[src/rtl/ft_recovery_ctrl.sv]
// Recovery sequencer for the dual-core lockstep pair.
// On a lockstep error it halts both cores and waits for them to quiesce.
// It then copies x1..x(NUM_REGS-1) from the trusted core into the other core,
// verifies the two register files match (retrying a bounded number of times),
// and releases the cores. Failures to quiesce or to converge park the block in
// a sticky FAIL state that only reset clears.
module ft_recovery_ctrl #(
    parameter int NUM_REGS     = 32,
    parameter int ADDR_W       = 5,
    parameter int DATA_W       = 32,
    parameter int HALT_TIMEOUT = 16,
    parameter int MAX_RETRY    = 2,
    parameter int CNT_W        = 16
) (
    input  logic              clk_i,
    input  logic              rst_ni,
    input  logic              error_i,
    input  logic              good_core_i,
    input  logic [1:0]        core_idle_i,
    output logic              halt_o,
    output logic              resume_o,
    output logic              src_sel_o,
    output logic [ADDR_W-1:0] rf_raddr_o,
    input  logic [DATA_W-1:0] rf_rdata_src_i,
    input  logic [DATA_W-1:0] rf_rdata_dst_i,
    output logic              rf_we_o,
    output logic [ADDR_W-1:0] rf_waddr_o,
    output logic [DATA_W-1:0] rf_wdata_o,
    output logic              busy_o,
    output logic              fail_o,
    output logic [CNT_W-1:0]  error_count_o
);

    // Counter widths; the retry counter is sized so MAX_RETRY=0 still works.
    localparam int TMO_W   = $clog2(HALT_TIMEOUT + 1);
    localparam int RETRY_W = $clog2(MAX_RETRY + 2);

    localparam logic [ADDR_W-1:0]  FIRST_IDX = ADDR_W'(1);
    localparam logic [ADDR_W-1:0]  LAST_IDX  = ADDR_W'(NUM_REGS - 1);
    localparam logic [TMO_W-1:0]   TMO_LAST  = TMO_W'(HALT_TIMEOUT - 1);
    localparam logic [RETRY_W-1:0] RETRY_MAX = RETRY_W'(MAX_RETRY);

    typedef enum logic [2:0] {
        S_IDLE,
        S_HALT,
        S_COPY,
        S_VERIFY,
        S_RESUME,
        S_FAIL
    } state_t;

    state_t               state;
    logic [ADDR_W-1:0]    idx;
    logic [RETRY_W-1:0]   retry_cnt;
    logic [TMO_W-1:0]     tmo_cnt;
    logic                 good_core;
    logic                 pass_mismatch;
    logic                 lane_mismatch;

    // Register-file access decode: addresses only leave zero while copying or verifying.
    assign lane_mismatch = (rf_rdata_src_i != rf_rdata_dst_i);
    assign rf_raddr_o    = (state == S_COPY || state == S_VERIFY) ? idx : '0;
    assign rf_waddr_o    = (state == S_COPY) ? idx : '0;
    assign rf_wdata_o    = (state == S_COPY) ? rf_rdata_src_i : '0;
    assign src_sel_o     = (state != S_IDLE && state != S_FAIL) ? good_core : 1'b0;

    // Recovery FSM with registered control outputs updated on each transition.
    always_ff @(posedge clk_i or negedge rst_ni) begin
        if (!rst_ni) begin
            state         <= S_IDLE;
            idx           <= FIRST_IDX;
            retry_cnt     <= '0;
            tmo_cnt       <= '0;
            good_core     <= 1'b0;
            pass_mismatch <= 1'b0;
            halt_o        <= 1'b0;
            resume_o      <= 1'b0;
            rf_we_o       <= 1'b0;
            busy_o        <= 1'b0;
            fail_o        <= 1'b0;
            error_count_o <= '0;
        end else begin
            case (state)
                S_IDLE: begin
                    if (error_i) begin
                        state     <= S_HALT;
                        good_core <= good_core_i;
                        tmo_cnt   <= '0;
                        halt_o    <= 1'b1;
                        busy_o    <= 1'b1;
                        if (error_count_o != '1) begin
                            error_count_o <= error_count_o + CNT_W'(1);
                        end
                    end
                end
                S_HALT: begin
                    if (core_idle_i == 2'b11) begin
                        state   <= S_COPY;
                        idx     <= FIRST_IDX;
                        rf_we_o <= 1'b1;
                    end else if (tmo_cnt == TMO_LAST) begin
                        state  <= S_FAIL;
                        busy_o <= 1'b0;
                        fail_o <= 1'b1;
                    end else begin
                        tmo_cnt <= tmo_cnt + TMO_W'(1);
                    end
                end
                S_COPY: begin
                    if (idx == LAST_IDX) begin
                        state         <= S_VERIFY;
                        idx           <= FIRST_IDX;
                        pass_mismatch <= 1'b0;
                        rf_we_o       <= 1'b0;
                    end else begin
                        idx <= idx + ADDR_W'(1);
                    end
                end
                S_VERIFY: begin
                    if (idx == LAST_IDX) begin
                        if (!(pass_mismatch || lane_mismatch)) begin
                            state    <= S_RESUME;
                            halt_o   <= 1'b0;
                            resume_o <= 1'b1;
                        end else if (retry_cnt < RETRY_MAX) begin
                            state     <= S_COPY;
                            idx       <= FIRST_IDX;
                            retry_cnt <= retry_cnt + RETRY_W'(1);
                            rf_we_o   <= 1'b1;
                        end else begin
                            state  <= S_FAIL;
                            busy_o <= 1'b0;
                            fail_o <= 1'b1;
                        end
                    end else begin
                        idx <= idx + ADDR_W'(1);
                        if (lane_mismatch) begin
                            pass_mismatch <= 1'b1;
                        end
                    end
                end
                S_RESUME: begin
                    state     <= S_IDLE;
                    resume_o  <= 1'b0;
                    busy_o    <= 1'b0;
                    retry_cnt <= '0;
                end
                S_FAIL: begin
                    state <= S_FAIL;
                end
                default: begin
                    state <= S_IDLE;
                end
            endcase
        end
    end

endmodule
[config.mk]
export PLATFORM = sky130hd
export DESIGN_NAME = ft_recovery_ctrl
export DESIGN_NICKNAME = d
export VERILOG_FILES = /design/src/rtl/ft_recovery_ctrl.sv
export SDC_FILE = /design/constraint.sdc
export NUM_CORES = 1
export LEC_CHECK = 0
export ABC_AREA = 1
export BUFFER_PORTS_ARGS = -buffer_cell sky130_fd_sc_hd__buf_2
export CAP_MARGIN = 20
export CORE_MARGIN = 5
export CORE_UTILIZATION = 40
export DETAILED_ROUTE_END_ITERATION = 16
export PLACE_DENSITY = 0.8
export RECOVER_POWER = 25
export SLEW_MARGIN = 20
export SYNTH_ARGS = -nofsm -noshare
export SYNTH_HDL_FRONTEND = slang
export SYNTH_SLANG_ARGS = --single-unit
[constraint.sdc]
create_clock -name clk_i -period 2.1 [get_ports clk_i]
set_input_delay 0.42 -clock clk_i [delete_from_list [all_inputs] [get_ports clk_i]]
set_output_delay 0.42 -clock clk_i [all_outputs]
set_load 0.005 [all_outputs]
==> results.cfg <==
[outcome]
status = completed

[critical_path]
worstSetupStartpoint = state[2]
critPathCapture = rf_wdata_o[2]
r2r_start = tmo_cnt[0]
critPathCaptureType = output port
startpoint_type = register
r2r_slack_ns = 0.22
r2r-end = tmo_cnt[3]
critPathKind = reg2out
required_ns = 1.68
critical_path_arrival_ns = 1.59
r2r_cells = 11
path_max_fanout = 39

[routing]
drcViolationCount = 0
wl_per_cell_um = 12.2
vias_per_cell = 4.59
drtAntennaViolNets = 0
vias = 3050
wirelength_um = 8090
drtPass1Iterations = 6
drtIter0Drc = 135

[cells_and_area]
final_cell_mix = buf_2, nand2_1, nor2_1, inv_1, dfrtp_1
final_common_cell = buf_2
register_area_um2 = 953
diodes = 0
syn_to_final_growth_pct = 31.2
drive_above_1_share = 0.317
final_util = 0.547
fin_cells = 664
n_fill_cell = 656
multi_input_area_um2 = 1600
layout.nets = 642
fin_area_um2 = 3760

[synth]
netlist_instances = 431
syn_area_per_cell_um2 = 6.65
ys_ff_latch = 38
syn-num-nets = 506
synth_area_um2 = 2860
ys_seq_area_frac = 0.332
yosysWarnings = 0
netlist-cell-type-count = 34

[cts]
postCtsSetupRepairBufs = 0
clock-root-buffer = clkbuf_8
clk_latency_ns = 0.29
cts_made_buffers = 5
cts_tree = built
clk_pin_slew_ns = 0.07
cts_max_level = 2
max-clock-path-buffers = 2
clkSinkCount = 38
hold_buffers = 0
cts-resized-gates = 4

[floorplan]
start_util = 0.417
pin_count = 134
die_w_um = 94.6
dieArea_um2 = 8950
design.core.area_um2 = 6870
die_h_um = 94.6
row_count = 30

[global_routing]
grt.total_usage = 0.179
grt_pass1_vias = 2887
antenna_found_initial = 0
grt_pass1_wl_um = 12800
grt_overflow = 0
grt_max_degree = 40

[placed_design]
place_area_um2 = 3630
gp_congestion = 0.933
numPlacedInstances = 656
hpwl_um = 6720
io_buffers = 133

[timing]
rsz0062_at_grt = false
max_slew_margin = 0.373
fin_crit_ns = 2.01
tightest_slew_ns = 0.940
slew_violations = 0
finalHoldViolCount = 0
timing.fmax_ghz = 0.498
clock_skew_ns = 0.00723
tns_ns = 0
finalSetupViolCount = 0
fin_crit_sh = 0.956

[pwr]
peakVddDrop_mv = 0.250
p_switching_mw = 0.391
internal-power_mw = 1.20
seqPwrFrac = 0.466
p_per_area_nw_per_um2 = 422
p_sw_frac = 0.247
comb_power_share = 0.162
p_leak_nw = 2.20
p_clk_frac = 0.372

[run]
cap_violations = 0

[worst_hold_path]
hp-class = in2async
worst max-delay path: stages, from the launching register on:
cell and delay (ns):
dfrtp_2 0.45, nor2_2 0.14, inv_2 0.10, nor2_4 0.15, inv_6 0.12, nor2_1 0.17, buf_2 0.14
metal layers:
metal  wire, um  vias up  global-route usage
met4        123        0              0.0505
met2       4170       55               0.318
met1       3490     1404               0.218
met5          0        -                   0
li1           -     1578                   -
met3        311       13              0.0367
through the flow:
step | hold WS, ns | worst slack (ns) | power, mW
2_1_floorplan | 0.124 | 0.366 | 0.864
3_3_place_gp | 0.455 | 0.218 | 1.01
3_5_place_dp | 0.466 | 0.120 | 1.01
4_1_cts | 0.185 | 0.0498 | 1.60
5_1_grt | 0.354 | 0.0185 | 1.66
6_report | 0.343 | 0.0930 | 1.59
power groups by stage:
stage	Clock (mW)	Sequential (mW)	Combinational, mW
final	0.590	0.740	0.257
after global routing	0.633	0.740	0.288
after CTS	0.602	0.740	0.260
after detailed placement	0	0.754	0.259
after global placement	0	0.754	0.253
after floorplan	0	0.754	0.110
how the worst min path moves through the flow:
stage                startpoint                to  slack [ns]  depth (start not counted)
finish                   rst_ni  error_count_o[2]        0.34                          2
global route        good_core_i         good_core        0.35                          3
CTS                      rst_ni  error_count_o[4]        0.18                          2
detailed placement       fail_o            fail_o        0.47                          1
global placement         busy_o            busy_o        0.45                          2
floorplan                rst_ni            busy_o        0.12                          0
Yosys cell counts (all sizes together):
master  instances  area, um^2
nand2         123         482
nor2           86         359
inv            79         302
dfrtp          37         926
xnor2          28         245
nand3          16        90.1
nand4          13         100
o21ai          11        55.1
a21oi           8        40.0
xor2            8        70.1
ha              5        62.6
buf             4        20.0
nor3            3        20.0
and3            2        17.5
clkbuf          1        3.75
dfstp           1        26.3
nor3b           1        7.51
nor4            1        6.26
o2111a          1        11.3
o21bai          1        7.51
o22ai           1        6.26
or2             1        6.26
final cells by class:
| type | instances | area share |
|---|---|---|
| clock buffers | 8 | 0.0293 |
| inverters | 79 | 0.0816 |
| multi-input cells | 309 | 0.425 |
| flip-flops and latches | 38 | 0.254 |
| well taps | 96 | 0.0320 |
| repair buffers | 134 | 0.178 |
cell families after synthesis:
kind of cell / share of synthesized area
simple gates: 0.380
flops: 0.332
compound gates: 0.0419
buf+inv: 0.114
xor+xnor: 0.110
fa+ha+maj: 0.0218
registers in the layout, summed over array words and instances (netlist names):
register	cells
tmo_cnt	5
rf_we_o	1
retry_cnt	2
good_core	1
fail_o	1
pass_mismatch	1
resume_o	1
busy_o	1
state	3
idx	5
halt_o	1
error_count_o	16
Note: power is estimated with default switching activity, not from simulation.
